**src/rtl/fu_dispatch_ctrl_pkg.sv**
```systemverilog
// fu_dispatch_ctrl_pkg: op/state encodings and defaults shared by the FU dispatcher
package fu_dispatch_ctrl_pkg;
  localparam logic [1:0] OP_EXP = 2'd0;
  localparam logic [1:0] OP_RECIP = 2'd1;
  localparam logic [1:0] OP_REQUANT = 2'd2;
  localparam logic [1:0] OP_ILLEGAL = 2'd3;
  localparam logic [31:0] ERR_DATA_DEFAULT = 32'hFFFF_FFFF;
  typedef enum logic [1:0] {IDLE, ISSUE, WAIT, RESP} state_t;
  function automatic logic [2:0] op_onehot(input logic [1:0] op);
    return op == OP_EXP ? 3'b001 : op == OP_RECIP ? 3'b010 : op == OP_REQUANT ? 3'b100 : 3'b000;
  endfunction
endpackage

```
**src/rtl/fu_dispatch_ctrl_watchdog.sv**
```systemverilog
// fu_watchdog: counts enabled cycles since clear and flags the last allowed cycle
module fu_watchdog #(
  parameter int TIMEOUT_CYCLES = 64,
  parameter int TO_W = 7
) (
  input  logic clk,
  input  logic reset,
  input  logic clear,
  input  logic enable,
  output logic expired
);
  logic [TO_W-1:0] count;
  always_ff @(posedge clk) begin
    if (reset || clear) count <= '0;
    else if (enable) count <= count + 1'b1;
  end
  assign expired = count == TO_W'(TIMEOUT_CYCLES - 1);
endmodule

```
**src/rtl/fu_dispatch_ctrl.sv**
```systemverilog
// fu_dispatch_ctrl: issues one op to the exp/recip/requant units and returns result or error
module fu_dispatch_ctrl
  import fu_dispatch_ctrl_pkg::*;
#(
  parameter int TIMEOUT_CYCLES = 64,
  parameter int TO_W = 7,
  parameter logic [31:0] ERR_DATA = ERR_DATA_DEFAULT
) (
  input  logic        clk,
  input  logic        reset,
  input  logic        cmd_valid,
  output logic        cmd_ready,
  input  logic [1:0]  cmd_op,
  input  logic [31:0] cmd_arg0,
  input  logic [31:0] cmd_arg1,
  input  logic [31:0] cmd_arg2,
  output logic [31:0] fu_arg0,
  output logic [31:0] fu_arg1,
  output logic [31:0] fu_arg2,
  output logic [2:0]  fu_start,
  input  logic [2:0]  fu_done,
  input  logic [95:0] fu_result,
  output logic        rsp_valid,
  input  logic        rsp_ready,
  output logic [31:0] rsp_data,
  output logic        rsp_err,
  output logic        busy,
  output logic [7:0]  err_count
);
  state_t state;
  logic [1:0] op_q;
  logic expired, done_sel;
  logic [31:0] res_sel;
  fu_watchdog #(.TIMEOUT_CYCLES(TIMEOUT_CYCLES), .TO_W(TO_W)) u_wd (
    .clk(clk),
    .reset(reset),
    .clear(state == ISSUE),
    .enable(state == WAIT),
    .expired(expired)
  );
  always_comb begin
    done_sel = |(fu_done & op_onehot(op_q));
    res_sel = op_q == OP_RECIP ? fu_result[63:32] : op_q == OP_REQUANT ? fu_result[95:64] : fu_result[31:0];
  end
  assign cmd_ready = state == IDLE;
  assign busy = state != IDLE;
  always_ff @(posedge clk) begin
    if (reset) begin
      state <= IDLE;
      op_q <= OP_EXP;
      fu_start <= '0;
      rsp_valid <= 1'b0;
      rsp_data <= '0;
      rsp_err <= 1'b0;
      fu_arg0 <= '0;
      fu_arg1 <= '0;
      fu_arg2 <= '0;
      err_count <= '0;
    end else begin
      fu_start <= '0;
      unique case (state)
        IDLE: if (cmd_valid) begin
          op_q <= cmd_op;
          fu_arg0 <= cmd_arg0;
          fu_arg1 <= cmd_arg1;
          fu_arg2 <= cmd_arg2;
          if (cmd_op == OP_ILLEGAL) begin
            state <= RESP;
            rsp_valid <= 1'b1;
            rsp_err <= 1'b1;
            rsp_data <= ERR_DATA;
            err_count <= err_count + {7'd0, err_count != 8'hFF};
          end else begin
            state <= ISSUE;
            fu_start <= op_onehot(cmd_op);
          end
        end
        ISSUE: state <= WAIT;
        // done takes priority over a coincident watchdog expiry
        WAIT: if (done_sel) begin
          state <= RESP;
          rsp_valid <= 1'b1;
          rsp_err <= 1'b0;
          rsp_data <= res_sel;
        end else if (expired) begin
          state <= RESP;
          rsp_valid <= 1'b1;
          rsp_err <= 1'b1;
          rsp_data <= ERR_DATA;
          err_count <= err_count + {7'd0, err_count != 8'hFF};
        end
        RESP: if (rsp_ready) begin
          state <= IDLE;
          rsp_valid <= 1'b0;
        end
      endcase
    end
  end
endmodule

```
**config.mk**
```make
export PLATFORM = sky130hd
export DESIGN_NAME = fu_dispatch_ctrl
export DESIGN_NICKNAME = d
export VERILOG_FILES = /design/src/rtl/fu_dispatch_ctrl_pkg.sv /design/src/rtl/fu_dispatch_ctrl_watchdog.sv /design/src/rtl/fu_dispatch_ctrl.sv
export SDC_FILE = /design/constraint.sdc
export NUM_CORES = 1
export LEC_CHECK = 0
export BUFFER_PORTS_ARGS = -buffer_cell sky130_fd_sc_hd__buf_4
export CAP_MARGIN = 30
export CORE_AREA = 5 5 131 133
export CTS_CLUSTER_DIAMETER = 100
export CTS_CLUSTER_SIZE = 28
export DETAILED_ROUTE_END_ITERATION = 6
export DIE_AREA = 0 0 136 138
export PLACE_DENSITY = 0.73
export SETUP_SLACK_MARGIN = 0.4
export SLEW_MARGIN = 20
export SYNTH_ARGS = -nofsm -noshare
export SYNTH_HDL_FRONTEND = slang
export SYNTH_SLANG_ARGS = --single-unit
export TNS_END_PERCENT = 5
```
**constraint.sdc**
```tcl
create_clock -name clk -period 2.68 [get_ports clk]
set_input_delay 0.804 -clock clk [delete_from_list [all_inputs] [get_ports clk]]
set_output_delay 0.804 -clock clk [all_outputs]
set_load 0.05 [all_outputs]
```
==> flow_metrics.env, run 1 <==
export IMPL_ys_seq_elements=152
export IMPL_clock_path_buffers=2
export IMPL_top_layer="met4"
export IMPL_first_iter_violations=261
export IMPL_io_pins=344
export IMPL_finalSetupViolCount=0
export IMPL_status="complete, no violations"
export IMPL_num_vias=6618
export IMPL_die_h_um=138
export IMPL_drive_gt1_frac=0.396
export IMPL_cts_root_buffer="clkbuf_16"
export IMPL_ff2ff_setup_slack_ps=540
export IMPL_dr_pass1_iters=4
export IMPL_wl_met3_mm=2.37
export IMPL_cts_tree="yes"
export IMPL_rr_startpoint="state[0]$_SDFFE_PP0P_"
export IMPL_r2r_end="err_count[7]$_SDFFE_PP0P_"
export IMPL_die_width_um=136
export IMPL_synth_edff_count=0
export IMPL_cp_data_arrival_time_ps=1450
export IMPL_swShare=0.416
export IMPL_max_freq_ghz=0.443
export IMPL_power_net_switching_w=0.00389
export IMPL_p_leak_nw=4.36
export IMPL_critPathLaunch="state[0]$_SDFFE_PP0P_"
export IMPL_synth_async_sr_flop_share=0
export IMPL_grt_pass1_wl_mm=33.1
export IMPL_place_ws_ps=463
export IMPL_syn_num_nets=1019
export IMPL_seq_area_frac_synth=0.449
export IMPL_startpoint_type="register"
export IMPL_utilization=0.644
export IMPL_criticalPathCategory="reg2out"
export IMPL_ant_nets=0
export IMPL_seqPwrFrac=0.309
export IMPL_clkTransAtPathRegs_ps=60
export IMPL_clock_skew_final_ps=7.39
export IMPL_pwr_share_comb=0.436
export IMPL_fin_crit_ps=2260
export IMPL_yosysUniqueCellTypes=46
export IMPL_post_route_drc_count=0
export IMPL_cts_max_level=4
export IMPL_synthToLayoutAreaGrowth_pct=49.4
export IMPL_diodes=0
export IMPL_die_area_mm2=0.0188
export IMPL_crit_fanout=6
export IMPL_p_int_w=0.00547
export IMPL_synth_top_area_frac=0.449
export IMPL_max_slew_margin_rel=0.546
export IMPL_cts_buffers=17
export IMPL_cap_viol_max_count=0
export IMPL_start_util=0.431
export IMPL_synth_avg_cell_area_um2=8.36
export IMPL_postSynthCellCount=810
export IMPL_antenna_found_initial=0
export IMPL_grt_pass1_vias=6464
export IMPL_clock_sinks=152
export IMPL_synth_most_common_cell="nand2_1"
export IMPL_cp_endpoint="busy"
export IMPL_rsz0062_at_grt="true"
export IMPL_fp_coreArea_mm2=0.0157
export IMPL_clock_insertion_delay_worst_skew_ps=420
export IMPL_worstMarginPinSlew_ps=680
export IMPL_grt_max_degree=61
export IMPL_portBuffers=343
export IMPL_wirelength_mm=21.4
export IMPL_fp_row_count=46
export IMPL_post_dp_hpwl_mm=16.0
export IMPL_finalHoldViolations=0
export IMPL_synthFlopType="dfxtp_1"
export IMPL_clkPwrFrac=0.255
export IMPL_met2_length_mm=10.6
export IMPL_routedWlPerCell_um=15.8
export IMPL_grt_util_all_layers=0.218
export IMPL_wl_met1_mm=7.87
export IMPL_yosys_area_top_type="dfxtp_1"
export IMPL_required_ps=1880
export IMPL_peakVddDrop_mv=0.520
export IMPL_gp_congestion=0.811
export IMPL_avgViaCountPerCell=4.90
export IMPL_power_density_mw_per_mm2=926
export IMPL_hold_class="reg2reg"
export IMPL_syn_cell_area_mm2=0.00677
export IMPL_yosys_top_cells_count="nand2_1, dfxtp_1, a21oi_1"
export IMPL_drv_slew=0
export IMPL_worst_slack_ps=423
export IMPL_tns_ps=0
export IMPL_endpoint_kind="output pin"
export IMPL_yosys_top_cells_area="dfxtp_1, nand2_1, a21oi_1"
export IMPL_nets=1332
export IMPL_ff2ff_path_depth=6
export IMPL_synth_warnings=0
export IMPL_grt_ovfl_total=0
export IMPL_finalCritPeriodShare=0.842
routing by layer:
| layer | GRT usage | up-vias |
|---|---|---|
| li1 | - | 3352 |
| met1 | 0.233 | 2981 |
| met2 | 0.381 | 250 |
| met3 | 0.0933 | 35 |
| met4 | 0.0769 | 0 |
| met5 | 0 | - |
critical path, cell delays in order (launching register included):
cell	delay [ps]
dfxtp_1	360
inv_1	110
ha_2	250
inv_1	130
buf_6	180
power by group through the flow:
stage	Sequential [W]	Clock [W]	Combinational, W
CTS	0.00290	0.00244	0.00411
floorplan	0.00424	0	0.00149
global route	0.00294	0.00255	0.00437
finish	0.00289	0.00239	0.00408
detailed placement	0.00294	0	0.00409
global placement	0.00292	0	0.00407
timing repair:
item / CTS / global route
setup endpoints to repair: 2 / 24
hold endpoints to repair: 0 / 0
gates cloned: 0 / 0
buffers inserted: 0 / 0
resized for setup: 2 / 2
hold buffers: 0 / 0
layout make-up:
cell class              count  area [µm²]
inverters                  38         143
clock buffers              19         453
repair buffers            355        2730
clock inverters            12         141
fillers                  1396        5590
flip-flops and latches    152        3050
well taps                 216         270
multi-input cells         559        3330
worst min-delay path by stage:
stage                          startpoint                    endpoint  slack, ps  cells after the start
6_report         fu_arg1[29]$_SDFFE_PP0P_    fu_arg1[29]$_SDFFE_PP0P_        450                      2
2_1_floorplan  u_wd.count[6]$_SDFFE_PP0P_  u_wd.count[6]$_SDFFE_PP0P_        450                      2
3_5_place_dp     fu_arg0[22]$_SDFFE_PP0P_    fu_arg0[22]$_SDFFE_PP0P_        450                      2
3_3_place_gp     fu_arg0[20]$_SDFFE_PP0P_    fu_arg0[20]$_SDFFE_PP0P_        440                      2
5_1_grt          fu_arg0[14]$_SDFFE_PP0P_    fu_arg0[14]$_SDFFE_PP0P_        470                      2
4_1_cts          fu_arg2[29]$_SDFFE_PP0P_    fu_arg2[29]$_SDFFE_PP0P_        460                      2
layout by cell type, fill, tap and decap left out, types with 6 or more instances in the layout:
cell type | synthesis | routed
nor4b_1 | 6 | 6
a221oi_1 | 22 | 22
nor2b_1 | 9 | 9
mux2i_1 | 36 | 36
nor2_1 | 14 | 13
clkbuf_16 | 0 | 17
nand2b_1 | 7 | 7
buf_4 | 4 | 349
dfxtp_1 | 152 | 150
ha_1 | 8 | 6
o21ai_0 | 35 | 35
mux2_2 | 39 | 39
inv_1 | 38 | 38
a221oi_2 | 10 | 10
nand2_1 | 235 | 234
a21oi_1 | 102 | 102
registers in the layout, indices dropped and copies added, names as in the netlist:
signal and count:
rsp_valid 1, fu_arg1 32, fu_start 3, err_count 8, state 2, rsp_data 32
op_q 2, fu_arg2 32, rsp_err 1, u_wd.count 7, fu_arg0 32
kinds of logic after synthesis:
group                    share of synthesized area
flip-flops                                   0.449
multiplexers                                 0.120
AND/OR/NAND/NOR                              0.183
XOR/XNOR                                   0.00517
AO/OA/AOI/OAI                                0.166
buffers and inverters                       0.0621
adder cells (fa/ha/maj)                     0.0148
metrics by stage:
step	std cells	instance area [µm²]	hold slack [ps]	total power, W
2_1_floorplan	810	6770	453	0.00573
3_3_place_gp	1320	9510	442	0.00699
3_5_place_dp	1320	9510	447	0.00703
4_1_cts	1351	10100	455	0.00945
5_1_grt	1351	10100	469	0.00986
6_report	1351	10100	452	0.00937
Note: power is estimated with default switching activity, not from simulation.
==> inputs of run 2 (changes only) <==
Clock period 2.68 ns to 2.3 ns, I/O delays scaled along.
==> flow_metrics.env, run 2 (synthesized netlist as in run 1, its figures left out) <==
export IMPL_use_met2=0.373
export IMPL_cap_viol_max_count=0
export IMPL_avgViaCountPerCell=4.89
export IMPL_p_leak_nw=4.44
export IMPL_die_area_mm2=0.0188
export IMPL_grt_util_all_layers=0.223
export IMPL_dr_pass1_iters=4
export IMPL_portBuffers=343
export IMPL_critical_path_cell_chain="inv_2, ha_4, clkinvlp_4, buf_8"
export IMPL_busiest_layer="met2"
export IMPL_tns_ps=0
export IMPL_antenna_found_initial=1
export IMPL_path_buf_inv=3
export IMPL_die_width_um=136
export IMPL_finalCritPeriodShare=0.847
export IMPL_gr_usage_met3=0.107
export IMPL_status="complete, no violations"
export IMPL_clock_skew_final_ps=6.33
export IMPL_peakVddDrop_mv=0.602
export IMPL_grt_pass1_vias=6459
export IMPL_startpoint_type="register"
export IMPL_place_area_mm2=0.00955
export IMPL_die_h_um=138
export IMPL_hold_buffers=0
export IMPL_layout_common_cells="buf_4, nand2_1, dfxtp_1, a21oi_1, mux2_2"
export IMPL_criticalPathCategory="reg2out"
export IMPL_instances_no_fill=1364
export IMPL_r2r_end="rsp_valid$_SDFFE_PP0P_"
export IMPL_clock_sinks=152
export IMPL_wirelength_mm=22.1
export IMPL_crit_family="flip-flops"
export IMPL_cts_buffers=17
export IMPL_ff2ff_path_depth=5
export IMPL_ant_nets=0
export IMPL_fin_crit_ps=1950
export IMPL_grt_ovfl_total=0
export IMPL_crit_fanout=5
export IMPL_critPathSlowestCell="dfxtp_2"
export IMPL_start_util=0.431
export IMPL_first_iter_violations=363
export IMPL_num_vias=6665
export IMPL_clock_path_buffers=2
export IMPL_hold_ws_ps=454
export IMPL_fin_area_mm2=0.0103
export IMPL_grt_use_met1=0.233
export IMPL_cts_root_buffer="clkbuf_16"
export IMPL_max_slew_margin_rel=0.598
export IMPL_critical_path_max_stage_delay_ps=330
export IMPL_rr_startpoint="u_wd.count[0]$_SDFFE_PP0P_"
export IMPL_io_pins=344
export IMPL_rsz0062_at_grt="true"
export IMPL_worstMarginPinSlew_ps=603
export IMPL_synthToLayoutAreaGrowth_pct=52.3
export IMPL_min_to="fu_arg2[6]$_SDFFE_PP0P_"
export IMPL_dp_cells=1322
export IMPL_fp_coreArea_mm2=0.0157
export IMPL_fp_row_count=46
export IMPL_cp_data_arrival_time_ps=1260
export IMPL_utilization=0.656
export IMPL_hold_start="fu_arg2[6]$_SDFFE_PP0P_"
export IMPL_ff2ff_setup_slack_ps=410
export IMPL_grt_max_degree=65
export IMPL_cts_tree="yes"
export IMPL_hold_path_depth=2
export IMPL_cts_max_level=4
export IMPL_final_common_cell="buf_4"
export IMPL_clkTransAtPathRegs_ps=60
export IMPL_drv_slew=0
export IMPL_nets=1343
export IMPL_routedWlPerCell_um=16.2
export IMPL_post_route_drc_count=0
export IMPL_drive_gt1_frac=0.415
export IMPL_hold_class="reg2reg"
export IMPL_finalSetupViolCount=0
export IMPL_endpoint_kind="output pin"
export IMPL_grt_pass1_wl_mm=33.7
export IMPL_clock_insertion_delay_worst_skew_ps=420
export IMPL_max_freq_ghz=0.513
export IMPL_finalHoldViolations=0
export IMPL_gp_congestion=0.782
export IMPL_power_density_mw_per_mm2=1100
export IMPL_required_ps=1610
export IMPL_post_dp_hpwl_mm=16.2
-- run 2: cell types whose count changed in the layout (fill, tap and decap cells not counted), moves of 3 or more --
cell	delta
a221oi_1	-3
a221oi_2	+3
buf_4	+9
dfxtp_1	-4
dfxtp_2	+4
inv_1	-3
-- run 2: how the worst max path moves through the flow --
| stage | start | end | slack, ps | cells after the start |
|---|---|---|---|---|
| after floorplan | err_count[4]$_SDFFE_PP0P_ | err_count[4]$_SDFFE_PP0P_ | 290 | 7 |
| after global placement | fu_done[1] | err_count[6]$_SDFFE_PP0P_ | 190 | 5 |
| after detailed placement | fu_done[1] | err_count[4]$_SDFFE_PP0P_ | 170 | 5 |
| after CTS | state[1]$_SDFFE_PP0P_ | busy | 320 | 4 |
| after global routing | err_count[6]$_SDFFE_PP0P_ | err_count[4]$_SDFFE_PP0P_ | 290 | 7 |
| final | state[1]$_SDFFE_PP0P_ | busy | 350 | 4 |
-- run 2: area by class of cell --
type                       instances  area [µm²]
clock buffer                      19         453
timing repair buffer             365        2820
clock inverter                    13         166
multi-input combinational        560        3400
inverter                          38         149
antenna                            1        2.50
tap                              216         270
fill                            1381        5400
sequential                       152        3050
-- run 2: worst min-delay path, delay by kind of cell, from the launching register on --
kind / cells / cell delay [ps]
AOI/OAI and AO/OA: 1 / 50
DFF: 1 / 310
and+or+nand+nor: 1 / 50
-- run 2: what timing repair did --
action	in CTS	in global routing
pin swaps	1	2
setup endpoints to repair	30	36
setup buffers	5	3
gates resized for setup	6	13
cloned	0	1
-- run 2: through the flow --
stage                     setup slack (ps)  power, W
after floorplan                        289   0.00672
after global placement                 191   0.00823
after detailed placement               172   0.00828
after CTS                              324    0.0113
after global routing                   286    0.0119
final                                  352    0.0113
-- run 2: power breakdown --
group | internal [W] | switching [W] | leakage (nW)
sequential | 0.00312 | 0.000260 | 1.25
clock | 0.00178 | 0.00114 | 0.310
combinational | 0.00175 | 0.00326 | 2.88
total | 0.00665 | 0.00466 | 4.44
-- run 2: per-layer routing --
metal  vias up  wire (µm)
met2       260      10700
met5         -          0
li1       3380          -
met4         0        893
met3        50       2470
met1      2975       8090
==> inputs of run 3 (changes only) <==
Clock period 2.3 ns to 2 ns, I/O delays scaled along.
==> flow_metrics.env, run 3 (synthesized netlist as in run 1, its figures left out) <==
export IMPL_hold_start="cmd_arg1[26]"
export IMPL_drv_slew=0
export IMPL_place_area_mm2=0.00972
export IMPL_layout_common_cells="buf_4, nand2_1, dfxtp_1, a21oi_1, mux2_2"
export IMPL_endpoint_kind="output pin"
export IMPL_worstMarginPinSlew_ps=549
export IMPL_clock_path_buffers=2
export IMPL_r2r_end="rsp_data[24]$_SDFFE_PP0P_"
export IMPL_diodes=0
export IMPL_critPathLaunch="state[0]$_SDFFE_PP0P_"
export IMPL_power_density_mw_per_mm2=1230
export IMPL_clock_sinks=152
export IMPL_max_slew_margin_rel=0.634
export IMPL_first_iter_violations=276
export IMPL_die_h_um=138
export IMPL_cts_max_level=4
export IMPL_criticalPathCategory="reg2out"
export IMPL_grt_max_degree=66
export IMPL_clock_insertion_delay_worst_skew_ps=410
export IMPL_cp_endpoint="busy"
export IMPL_fp_row_count=46
export IMPL_portBuffers=343
export IMPL_fp_coreArea_mm2=0.0157
export IMPL_dr_pass1_iters=4
export IMPL_ff2ff_setup_slack_ps=140
export IMPL_p_leak_nw=4.46
export IMPL_startpoint_type="register"
export IMPL_gp_congestion=0.810
export IMPL_required_ps=1400
export IMPL_start_util=0.431
export IMPL_cts_tree="yes"
export IMPL_hold_class="in2reg"
export IMPL_critical_path_cell_chain="inv_4, ha_4, clkinvlp_4, buf_8"
export IMPL_peakVddDrop_mv=0.718
export IMPL_post_route_drc_count=0
export IMPL_clock_skew_final_ps=5.75
export IMPL_fin_area_mm2=0.0104
export IMPL_finalCritPeriodShare=0.950
export IMPL_num_vias=6765
export IMPL_p_total_w=0.0128
export IMPL_clkTransAtPathRegs_ps=60
export IMPL_critical_path_max_stage_delay_ps=330
export IMPL_max_freq_ghz=0.526
export IMPL_avgViaCountPerCell=4.94
export IMPL_drive_gt1_frac=0.428
export IMPL_critPathSlowestCell="dfxtp_2"
export IMPL_routedWlPerCell_um=16.2
export IMPL_nFillCells=1361
export IMPL_crit_fanout=4
export IMPL_die_width_um=136
export IMPL_hold_buffers=0
export IMPL_grt_pass1_wl_mm=34.1
export IMPL_grt_ovfl_total=0
export IMPL_wirelength_mm=22.1
export IMPL_finalSetupViolCount=0
export IMPL_grt_util_all_layers=0.226
export IMPL_ff2ff_path_depth=7
export IMPL_ant_nets=0
export IMPL_cp_data_arrival_time_ps=1300
export IMPL_io_pins=344
export IMPL_instances_no_fill=1369
export IMPL_nets=1349
export IMPL_status="complete, no violations"
export IMPL_fin_crit_ps=1900
export IMPL_synthToLayoutAreaGrowth_pct=54.0
export IMPL_rr_startpoint="state[1]$_SDFFE_PP0P_"
export IMPL_post_dp_hpwl_mm=16.5
export IMPL_finalHoldViolations=0
export IMPL_cap_viol_max_count=0
export IMPL_grt_pass1_vias=6582
export IMPL_rsz0062_at_grt="true"
export IMPL_final_common_cell="buf_4"
export IMPL_cts_buffers=17
export IMPL_die_area_mm2=0.0188
export IMPL_cts_root_buffer="clkbuf_16"
export IMPL_antenna_found_initial=0
export IMPL_dp_cells=1329
## run 3: cell count changes in the layout (fill, tap and decap cells not counted), sizes merged
cell,delta
clkbuf,+5
diode,-1
a21o,-1
inv,-2
clkinv,-2
clkinvlp,+2
bufinv,-3
buf,+7
## run 3: worst max-delay path, delay by kind of cell (launching register included)
| family | cells | cell delay (ps) |
|---|---|---|
| buf+inv | 3 | 390 |
| fa+ha+maj | 1 | 160 |
| flops | 1 | 330 |
## run 3: cell type report
cell class                      count  area, µm²  share of cell area
Clock buffer                       24        493              0.0473
Multi-Input combinational cell    559       3450               0.331
Inverter                           38        149              0.0143
Clock inverter                      8       61.3             0.00588
Timing Repair Buffer              372       2930               0.281
Sequential cell                   152       3080               0.295
Tap cell                          216        270              0.0259
## run 3: report_power, final
| group | total [W] | switching, W | internal, W | leakage (nW) |
|---|---|---|---|---|
| combinational | 0.00594 | 0.00381 | 0.00213 | 2.94 |
| clock | 0.00299 | 0.00126 | 0.00174 | 0.267 |
| sequential | 0.00388 | 0.000298 | 0.00358 | 1.25 |
| total | 0.0128 | 0.00536 | 0.00745 | 4.46 |
## run 3: per-layer routing
layer,routed length (µm),track usage
met1,8080,0.239
met2,10800,0.389
met3,2480,0.0940
met4,767,0.101
met5,0,0
## run 3: how the worst min path moves through the flow
stage | endpoint | slack (ps) | cells past startpoint
after detailed placement | fu_arg0[5]$_SDFFE_PP0P_ | 450 | 2
after global placement | fu_arg0[2]$_SDFFE_PP0P_ | 440 | 2
final | fu_arg1[26]$_SDFFE_PP0P_ | 420 | 3
after CTS | fu_arg1[29]$_SDFFE_PP0P_ | 400 | 3
after global routing | fu_arg2[28]$_SDFFE_PP0P_ | 420 | 3
after floorplan | u_wd.count[6]$_SDFFE_PP0P_ | 450 | 2
## run 3: through the flow
step / hold slack, ps / util / TNS [ps] / setup slack [ps]
finish: 421 / 0.664 / 0 / 100
global route: 415 / 0.664 / 0 / 64.9
CTS: 403 / 0.659 / 0 / 90.4
detailed placement: 447 / 0.618 / -41.9 / -41.9
global placement: 442 / 0.618 / -25.1 / -25.1
floorplan: 453 / - / 0 / 202
## run 3: repair_timing
| action | CTS | global route |
|---|---|---|
| setup endpoints to repair | 58 | 101 |
| gates resized for setup | 6 | 15 |
| endpoints found under the hold margin | 0 | 0 |
| setup buffers | 7 | 1 |
| pin swaps | 1 | 3 |
